===== config.mk =====
export PLATFORM = sky130hd
export DESIGN_NAME = fire_layer_sequencer
export DESIGN_NICKNAME = d
export VERILOG_FILES = /design/src/rtl/fire_layer_sequencer_pkg.sv /design/src/rtl/layer_addr_gen.sv /design/src/rtl/fire_layer_sequencer.sv
export SDC_FILE = /design/constraint.sdc
export NUM_CORES = 1
export LEC_CHECK = 0
export CORE_MARGIN = 3
export CORE_UTILIZATION = 45
export CTS_BUF_LIST = sky130_fd_sc_hd__clkbuf_16
export DETAILED_ROUTE_END_ITERATION = 7
export HOLD_SLACK_MARGIN = 0.03
export PLACE_DENSITY_LB_ADDON = 0.3
export SYNTH_ARGS = -nofsm -noshare
export SYNTH_HDL_FRONTEND = slang
export SYNTH_SLANG_ARGS = --single-unit

===== constraint.sdc =====
create_clock -name clk -period 3.25 [get_ports clk]
set_clock_uncertainty 0.15 [all_clocks]
set_input_delay 0.65 -clock clk [delete_from_list [all_inputs] [get_ports clk]]
set_output_delay 0.65 -clock clk [all_outputs]
set_load 0.01 [all_outputs]

===== src/rtl/fire_layer_sequencer_pkg.sv =====
// Shared definitions for fire-layer sequencers: FSM state encoding and
// geometry helpers that size counters and address buses.
package fire_layer_sequencer_pkg;

  typedef logic [2:0] layer_state_t;

  localparam layer_state_t ST_IDLE     = 3'd0;
  localparam layer_state_t ST_RUN      = 3'd1;
  localparam layer_state_t ST_DRAIN    = 3'd2;
  localparam layer_state_t ST_FEEDBACK = 3'd3;
  localparam layer_state_t ST_DONE     = 3'd4;

  function automatic int k2c(input int kernelDim, input int chin);
    return kernelDim * kernelDim * chin;
  endfunction

  // Never returns zero so that degenerate geometries still get a 1-bit bus.
  function automatic int addrWidth(input int depth);
    return (depth > 1) ? $clog2(depth) : 1;
  endfunction

endpackage


===== src/rtl/layer_addr_gen.sv =====
// Im2col read-address generator: walks pixel p and tap k with one bubble tap
// per pixel, building p*K2C+k by increments only.
module layer_addr_gen
  import fire_layer_sequencer_pkg::*;
#(
  parameter int NPIX = 4,
  parameter int K2C  = 1
) (
  input  logic                            clk,
  input  logic                            rst_n,
  input  logic                            clear_i,
  input  logic                            en_i,
  output logic                            rd_o,
  output logic [addrWidth(NPIX*K2C)-1:0]  addr_o,
  output logic                            last_o
);

  localparam int AW = addrWidth(NPIX * K2C);
  localparam int PW = addrWidth(NPIX);
  localparam int KW = addrWidth(K2C + 1);
  localparam logic [PW-1:0] P_LAST    = PW'(NPIX - 1);
  localparam logic [KW-1:0] K_BUBBLE  = KW'(K2C);
  localparam logic [KW-1:0] K_LASTTAP = KW'(K2C - 1);

  logic [PW-1:0] p_q, p_d;
  logic [KW-1:0] k_q, k_d;
  logic [AW-1:0] addr_q, addr_d;
  logic          bubble;

  assign bubble = (k_q == K_BUBBLE);
  assign last_o = en_i && bubble && (p_q == P_LAST);
  assign rd_o   = en_i && !bubble;
  assign addr_o = addr_q;

  // The address holds through the bubble tap and freezes after the last one.
  always_comb begin
    p_d    = p_q;
    k_d    = k_q;
    addr_d = addr_q;
    if (clear_i) begin
      p_d    = '0;
      k_d    = '0;
      addr_d = '0;
    end else if (en_i && !last_o) begin
      if (bubble) begin
        k_d    = '0;
        p_d    = p_q + PW'(1);
        addr_d = addr_q + AW'(1);
      end else if (k_q == K_LASTTAP) begin
        k_d = K_BUBBLE;
      end else begin
        k_d    = k_q + KW'(1);
        addr_d = addr_q + AW'(1);
      end
    end
  end

  always_ff @(posedge clk or negedge rst_n) begin
    if (!rst_n) begin
      p_q    <= '0;
      k_q    <= '0;
      addr_q <= '0;
    end else begin
      p_q    <= p_d;
      k_q    <= k_d;
      addr_q <= addr_d;
    end
  end

endmodule


===== src/rtl/fire_layer_sequencer.sv =====
// Sequencer for one fire-layer pass: runs the conv datapath, collects output
// pixel samples into the output RAM, then signals feedback and completion.
module fire_layer_sequencer
  import fire_layer_sequencer_pkg::*;
#(
  parameter int WOUT       = 64,
  parameter int CHIN       = 64,
  parameter int KERNEL_DIM = 3,
  parameter int DRAIN_MAX  = 16
) (
  input  logic                                                  clk,
  input  logic                                                  rst_n,
  input  logic                                                  start_i,
  input  logic                                                  layer_sample_i,
  output logic                                                  layer_en_o,
  output logic                                                  ifm_rd_o,
  output logic [addrWidth(WOUT*WOUT*k2c(KERNEL_DIM, CHIN))-1:0] ifm_addr_o,
  output logic                                                  ofm_we_o,
  output logic [addrWidth(WOUT*WOUT)-1:0]                       ofm_addr_o,
  output logic                                                  ram_feedback_o,
  output logic                                                  busy_o,
  output logic                                                  done_o,
  output logic                                                  err_o
);

  localparam int K2C  = k2c(KERNEL_DIM, CHIN);
  localparam int NPIX = WOUT * WOUT;
  localparam int OAW  = addrWidth(NPIX);
  localparam int SCW  = addrWidth(NPIX + 1);
  localparam int DCW  = addrWidth(DRAIN_MAX + 1);
  localparam logic [SCW-1:0] SAMP_FULL   = SCW'(NPIX);
  localparam logic [DCW-1:0] DRAIN_LIMIT = DCW'(DRAIN_MAX);

  layer_state_t   state_q, state_d;
  logic [SCW-1:0] samp_q, samp_d;
  logic [DCW-1:0] drain_q, drain_d;
  logic [OAW-1:0] ofm_addr_q, ofm_addr_d;
  logic           err_q, err_d;
  logic           we_q, we_d;
  logic           accept, run, collect, run_last, drain_timeout;

  assign accept  = (state_q == ST_IDLE) && start_i;
  assign run     = (state_q == ST_RUN);
  assign collect = run || (state_q == ST_DRAIN);

  layer_addr_gen #(
    .NPIX (NPIX),
    .K2C  (K2C)
  ) u_addr_gen (
    .clk     (clk),
    .rst_n   (rst_n),
    .clear_i (accept),
    .en_i    (run),
    .rd_o    (ifm_rd_o),
    .addr_o  (ifm_addr_o),
    .last_o  (run_last)
  );

  always_comb begin
    state_d       = state_q;
    drain_d       = drain_q;
    drain_timeout = 1'b0;
    case (state_q)
      ST_IDLE: begin
        if (start_i) begin
          state_d = ST_RUN;
          drain_d = '0;
        end
      end
      ST_RUN: begin
        if (run_last) state_d = ST_DRAIN;
      end
      ST_DRAIN: begin
        if (samp_q == SAMP_FULL) begin
          state_d = ST_FEEDBACK;
        end else begin
          drain_d = drain_q + DCW'(1);
          if (drain_d == DRAIN_LIMIT) begin
            drain_timeout = 1'b1;
            state_d       = ST_FEEDBACK;
          end
        end
      end
      ST_FEEDBACK: state_d = ST_DONE;
      ST_DONE:     state_d = ST_IDLE;
      default:     state_d = ST_IDLE;
    endcase
  end

  // A sample at saturation is an error and never reaches the output RAM.
  always_comb begin
    samp_d     = samp_q;
    we_d       = 1'b0;
    ofm_addr_d = ofm_addr_q;
    err_d      = err_q;
    if (accept) begin
      samp_d = '0;
      err_d  = 1'b0;
    end else if (collect && layer_sample_i) begin
      if (samp_q == SAMP_FULL) begin
        err_d = 1'b1;
      end else begin
        we_d       = 1'b1;
        ofm_addr_d = samp_q[OAW-1:0];
        samp_d     = samp_q + SCW'(1);
      end
    end
    if (drain_timeout && (samp_d != SAMP_FULL)) err_d = 1'b1;
  end

  always_ff @(posedge clk or negedge rst_n) begin
    if (!rst_n) begin
      state_q    <= ST_IDLE;
      samp_q     <= '0;
      drain_q    <= '0;
      ofm_addr_q <= '0;
      err_q      <= 1'b0;
      we_q       <= 1'b0;
    end else begin
      state_q    <= state_d;
      samp_q     <= samp_d;
      drain_q    <= drain_d;
      ofm_addr_q <= ofm_addr_d;
      err_q      <= err_d;
      we_q       <= we_d;
    end
  end

  assign layer_en_o     = run;
  assign busy_o         = (state_q != ST_IDLE);
  assign ram_feedback_o = (state_q == ST_FEEDBACK);
  assign done_o         = (state_q == ST_DONE);
  assign err_o          = err_q;
  assign ofm_we_o       = we_q;
  assign ofm_addr_o     = ofm_addr_q;

endmodule


==> impl_metrics.yaml, run 1 <==
synthesis:
  ys.flop_type: "dfrtp_1"
  ys_ff_latch: 79
  syn_area_per_cell_um2: 9.29
  synth_compound_area_share_pct: 8.20
  yosysSeqAreaShare_pct: 48.4
  netlist.area_leader.share_pct: 48.4
  synth_xor_area_share_pct: 9.40
  synthTopCellsByArea: "dfrtp_1, nand2_1, nor2_1"
  synth_area_leader_cell: "dfrtp_1"
  synth_top_family_by_area: "simple AND/OR/NAND/NOR gates"
  synth_edf_count: 0
  ys_types: 51
  ys_async_sr_fraction_pct: 100
  syn_area_um2: 4090
  synth-adder-area-share_pct: 2.14
  synth_warnings: 0
  synthCells: 440
  synthSimpleGateAreaFrac_pct: 28.5
  syn_nets: 451
  muxShareOfSynthArea_pct: 0.245
routing:
  drtIter0Drc: 136
  drc: 0
  wl_per_cell_um: 14.7
  routed_wl_um: 8770
  via_per_inst: 5.48
  drtPass1Iterations: 4
  drtAntennaViolNets: 0
  route.vias.total: 3259
hold_path:
  hold_class: "primary input to async pin"
sta:
  worstMarginPinSlew_ps: 969
  finalHoldViolCount: 0
  fin_crit_ps: 2890
  grt_setup_unrepaired: "no"
  min_period_over_period_pct: 88.9
  setup_viol_count_final: 0
  maxSlewViolCount: 0
  finalSetupTns_ps: 0
  relSlewSlack_pct: 35.4
  fmax_ghz: 0.346
floorplanning:
  initial_core_util_pct: 46.6
  num_rows: 34
  dieHeight_um: 101
  die-area_um2: 10300
  coreArea_um2: 8760
  ios: 45
  die_x_um: 101
worst_setup_path:
  crit_path_top_delay_cell: "clkdlybuf4s50_1"
  max_stage_delay_ps: 560
  crit_family: "simple AND/OR/NAND/NOR gates"
  startpoint_type: "flop"
  required_ps: 2450
  endpoint_kind: "output pin"
  cp.arrival_ps: 2090
  cp_cell_sequence: "or3b_1, nor2_1, clkdlybuf4s50_1"
  path_max_fanout: 12
  cp_num_buf_inv: 1
  worst-setup-path-type: "flop to output pin"
clock_network:
  postCtsSetupBuffers: 0
  cts_root_buffer: "clkbuf_16"
  cts.clk_slew.worst_paths_ps: 60
  cts_tree: "yes"
  htreeDepth: 3
  hold_buffers: 0
  clock_path_buffers: 2
  cts.sinks: 79
  cts_inserted_buffers: 9
  post_cts_resize_count: 0
  clkLatencyLatePin_ps: 340
power:
  p_leak_uw: 0.00206
  peakVddDrop_mv: 0.257
  power_uw: 2410
  p_per_area_nw_per_um2: 491
run_status:
  outcome: "finished clean"
global_route:
  grt_max_degree: 80
  gr-usage-all-layers_pct: 18.1
  overflow: 0
  grt_pass1_wl_um: 15100
  antenna_found_initial: 0
  grt_pass1_vias: 3193
placed_design:
  detailed_place.area_um2: 4610
  hpwl_um: 5900
  gp_congestion: 0.885
  port_buffers: 44
cells_and_area:
  fin_area_um2: 4900
  syn_to_final_growth_pct: 19.9
  drive_above_1_share_pct: 7.19
  antenna_cells: 0
  final_nets: 493
  fillers: 784
job:
  drv_cap: 0
cell usage in the layout (no fill, tap or decap), types with 9 or more instances in the layout:
master	n
a21oi_1	9
and3_1	9
clkbuf_16	9
clkdlybuf4s50_1	43
dfrtp_1	79
nand2_1	64
nand3_1	21
nand4_1	13
nor2_1	57
nor4_1	11
o21ai_0	26
xnor2_1	23
xor2_1	19
path summary, 6_finish.rpt:
| kind | slack [ps] | end | from | cells after the start |
|---|---|---|---|---|
| setup reg to reg | 590 | err_o$_DFFE_PN0P_ | samp_q[0]$_DFF_PN0_ | 11 |
| hold reg to reg | 320 | ofm_addr_o[4]$_DFFE_PN0P_ | ofm_addr_o[4]$_DFFE_PN0P_ | 2 |
| min in group clk | 320 | ofm_addr_o[4]$_DFFE_PN0P_ | ofm_addr_o[4]$_DFFE_PN0P_ | 2 |
| hold / removal | 310 | samp_q[4]$_DFF_PN0_ | rst_n | 1 |
| setup / recovery | 360 | ifm_rd_o | state_q[1]$_DFFE_PN0P_ | 3 |
| max in group asynchronous | 2000 | u_addr_gen.addr_o[5]$_DFFE_PN0P_ | rst_n | 1 |
kinds of logic after synthesis:
kind of cell | Yosys count
and+or+nand+nor | 225
DFF | 79
AOI/OAI and AO/OA | 56
xor gates and xnor gates | 43
buffers and inverters | 29
adders and majority gates | 7
muxes | 1
power breakdown:
part           leakage (uW)  internal, uW  switching (uW)
combinational      0.000938           138             157
clock              0.000133           533             444
sequential         0.000989          1060            78.8
synthesized netlist by cell type, types with 3 or more instances:
| library cell | number |
|---|---|
| a21oi_1 | 9 |
| a31oi_1 | 3 |
| and2_1 | 4 |
| and3_1 | 9 |
| and4_1 | 3 |
| buf_2 | 5 |
| clkbuf_1 | 10 |
| dfrtp_1 | 79 |
| ha_1 | 7 |
| inv_1 | 8 |
| nand2_1 | 64 |
| nand2b_1 | 3 |
| nand3_1 | 21 |
| nand4_1 | 13 |
| nand4b_1 | 3 |
| nor2_1 | 57 |
| nor2b_1 | 3 |
| nor3_1 | 5 |
| nor3b_1 | 6 |
| nor4_1 | 11 |
| nor4b_1 | 4 |
| o21ai_0 | 26 |
| o31ai_1 | 7 |
| or3_1 | 3 |
| xnor2_1 | 23 |
| xor2_1 | 19 |
through the flow:
stage / hold slack (ps) / instances / util (%) / setup slack [ps]
2_1_floorplan: 204 / 440 / - / 833
3_3_place_gp: 307 / 579 / 52.6 / 230
3_5_place_dp: 311 / 579 / 52.6 / 185
4_1_cts: 327 / 595 / 55.9 / 331
5_1_grt: 353 / 595 / 55.9 / 274
6_report: 310 / 595 / 55.9 / 361
sequential cells by signal, indices dropped and copies added (netlist names):
register	flops
err_o	1
state_q	3
drain_q	5
ofm_addr_o	12
u_addr_gen.k_q	10
u_addr_gen.addr_o	22
samp_q	13
ofm_we_o	1
u_addr_gen.p_q	12
layer usage:
layer / vias up / wire (um) / track usage (%)
met5: - / 0 / 0
met4: 0 / 61 / 7.16
met3: 6 / 360 / 3.10
met2: 76 / 4190 / 29.0
met1: 1567 / 4150 / 24.6
li1: 1610 / - / -
cell type report:
class	count	area, um^2	area share (%)
tap	108	135	2.76
sequential	79	1980	40.3
clock buffer	9	225	4.60
timing repair buffer	50	483	9.85
clock inverter	7	62.6	1.28
inverter	10	37.5	0.766
multi-input combinational	332	1980	40.4
Power figures use the tool's default switching activity.
==> run 2: changes to the inputs <==
--- a/config.mk
+++ b/config.mk
@@ -9,6 +9,8 @@
 export CORE_UTILIZATION = 45
 export CTS_BUF_LIST = sky130_fd_sc_hd__clkbuf_16
 export DETAILED_ROUTE_END_ITERATION = 7
+export DONT_BUFFER_PORTS = 1
+export GPL_ROUTABILITY_DRIVEN = 0
 export HOLD_SLACK_MARGIN = 0.03
 export PLACE_DENSITY_LB_ADDON = 0.3
 export SYNTH_ARGS = -nofsm -noshare
==> impl_metrics.yaml, run 2 (synthesized netlist as in run 1, its figures left out) <==
run_status:
  outcome: "finished clean"
hold_path:
  hold_class: "primary input to async pin"
worst_setup_path:
  worst-setup-path-type: "flop to flop"
  startpoint_type: "flop"
  cp.arrival_ps: 2790
  endpoint_kind: "flop"
  path_max_fanout: 10
  required_ps: 3300
clock_network:
  cts_inserted_buffers: 9
  cts_root_buffer: "clkbuf_16"
  cts.clk_slew.worst_paths_ps: 60
  clock_path_buffers: 2
  htreeDepth: 3
  cts_tree: "yes"
  postCtsSetupBuffers: 0
  cts.sinks: 79
  clkLatencyLatePin_ps: 330
power:
  power_uw: 2530
  clkPwrFrac_pct: 45.9
  power.internal_uw: 1890
  switching_share_pct: 25.3
  p_comb_share_pct: 8.4
  power.share.sequential_pct: 45.7
  p_sw_uw: 641
  p_per_area_nw_per_um2: 558
  peakVddDrop_mv: 0.472
  p_leak_uw: 0.00193
floorplanning:
  coreArea_um2: 8760
  initial_core_util_pct: 46.6
  die-area_um2: 10300
  num_rows: 34
  dieHeight_um: 101
  die_x_um: 101
  ios: 45
routing:
  drtAntennaViolNets: 0
  route.vias.total: 3084
  drtPass1Iterations: 4
  drc: 0
  drtIter0Drc: 154
  routed_wl_um: 8600
  via_per_inst: 5.60
  wl_per_cell_um: 15.6
sta:
  setup_viol_count_final: 0
  finalSetupTns_ps: 0
  relSlewSlack_pct: 70.2
  fmax_ghz: 0.364
  fin_crit_ps: 2750
  finalHoldViolCount: 0
  min_period_over_period_pct: 84.5
  grt_setup_unrepaired: "no"
  worstMarginPinSlew_ps: 445
  maxSlewViolCount: 0
cells_and_area:
  final_common_cell: "dfrtp_1"
  syn_to_final_growth_pct: 11.1
  antenna_cells: 0
  final_nets: 449
  drive_above_1_share_pct: 7.45
  stdcell_count: 551
  mostFrequentLayoutCells: "dfrtp_1, nand2_1, nor2_1, o21ai_0, xnor2_1"
  largest_reg_flops: 22
global_route:
  antenna_found_initial: 0
  overflow: 0
  gr-usage-all-layers_pct: 17.6
  grt_pass1_wl_um: 14400
  grt_max_degree: 80
  grt_pass1_vias: 2901
placed_design:
  hpwl_um: 5750
  port_buffers: 0
  dp_cells: 534
job:
  drv_cap: 0
run 2: cell count changes in the layout (fill, tap and decap cells not counted):
cell | before | now
buf_16 | 0 | 1
buf_4 | 7 | 5
bufinv_16 | 0 | 3
clkdlybuf4s50_1 | 43 | 0
clkinv_4 | 0 | 2
clkinvlp_4 | 3 | 0
inv_1 | 8 | 9
inv_6 | 2 | 1
inv_8 | 2 | 0
run 2: worst max-delay path, cell delays in order (launching register included):
cell	delay, ps
dfrtp_1	410
inv_1	90
ha_1	140
nor4b_1	260
and4_1	300
nand2b_2	260
mux2i_1	240
or4b_1	460
nor4_1	190
o22ai_1	120
run 2: path summary, 6_finish.rpt:
check	slack, ps	endpoint	from	cells past startpoint
setup / recovery	500	err_o$_DFFE_PN0P_	samp_q[0]$_DFF_PN0_	9
hold / removal	70	state_q[2]$_DFFE_PN0P_	rst_n	1
hold reg to reg	330	u_addr_gen.k_q[9]$_DFFE_PN0P_	u_addr_gen.k_q[9]$_DFFE_PN0P_	1
min in group clk	330	u_addr_gen.k_q[9]$_DFFE_PN0P_	u_addr_gen.k_q[9]$_DFFE_PN0P_	1
setup reg to reg	500	err_o$_DFFE_PN0P_	samp_q[0]$_DFF_PN0_	9
max in group asynchronous	2580	u_addr_gen.k_q[2]$_DFFE_PN0P_	rst_n	1
run 2: metrics by stage:
stage	hold WS (ps)	worst slack [ps]	area [um^2]	utilization, %
detailed placement	207	536	4170	47.6
global placement	207	619	4170	47.6
global route	87.5	276	4540	51.8
floorplan	204	833	4090	-
CTS	79.2	501	4540	51.8
finish	65.9	503	4540	51.8
run 2: timing repair:
item / CTS / global route
resized for setup: 0 / 0
hold buffers: 1 / 0
endpoints found under the hold margin: 79 / 0
run 2: cell type report:
cell class	count	area, um^2
Tap cell	108	135
Inverter	10	37.5
Sequential cell	79	1980
Timing Repair Buffer	6	65.1
Fill cell	793	4220
Clock buffer	9	225
Multi-Input combinational cell	332	1980
Clock inverter	7	120
run 2: power by group through the flow:
stage,Combinational [uW],Clock (uW),Sequential [uW]
floorplan,173,0,1140
global placement,188,0,1170
detailed placement,190,0,1180
CTS,217,1190,1160
global route,248,1230,1180
finish,213,1160,1160
run 2: layer usage:
| metal | track usage [%] | part of all wire [%] | routed length [um] | vias up |
|---|---|---|---|---|
| met1 | 24.3 | 47 | 4040 | 1472 |
| li1 | - | - | - | 1522 |
| met3 | 4.48 | 5.1 | 435 | 18 |
| met5 | 0 | 0 | 0 | - |
| met2 | 26.2 | 46 | 3930 | 72 |
| met4 | 7.46 | 2.3 | 197 | 0 |
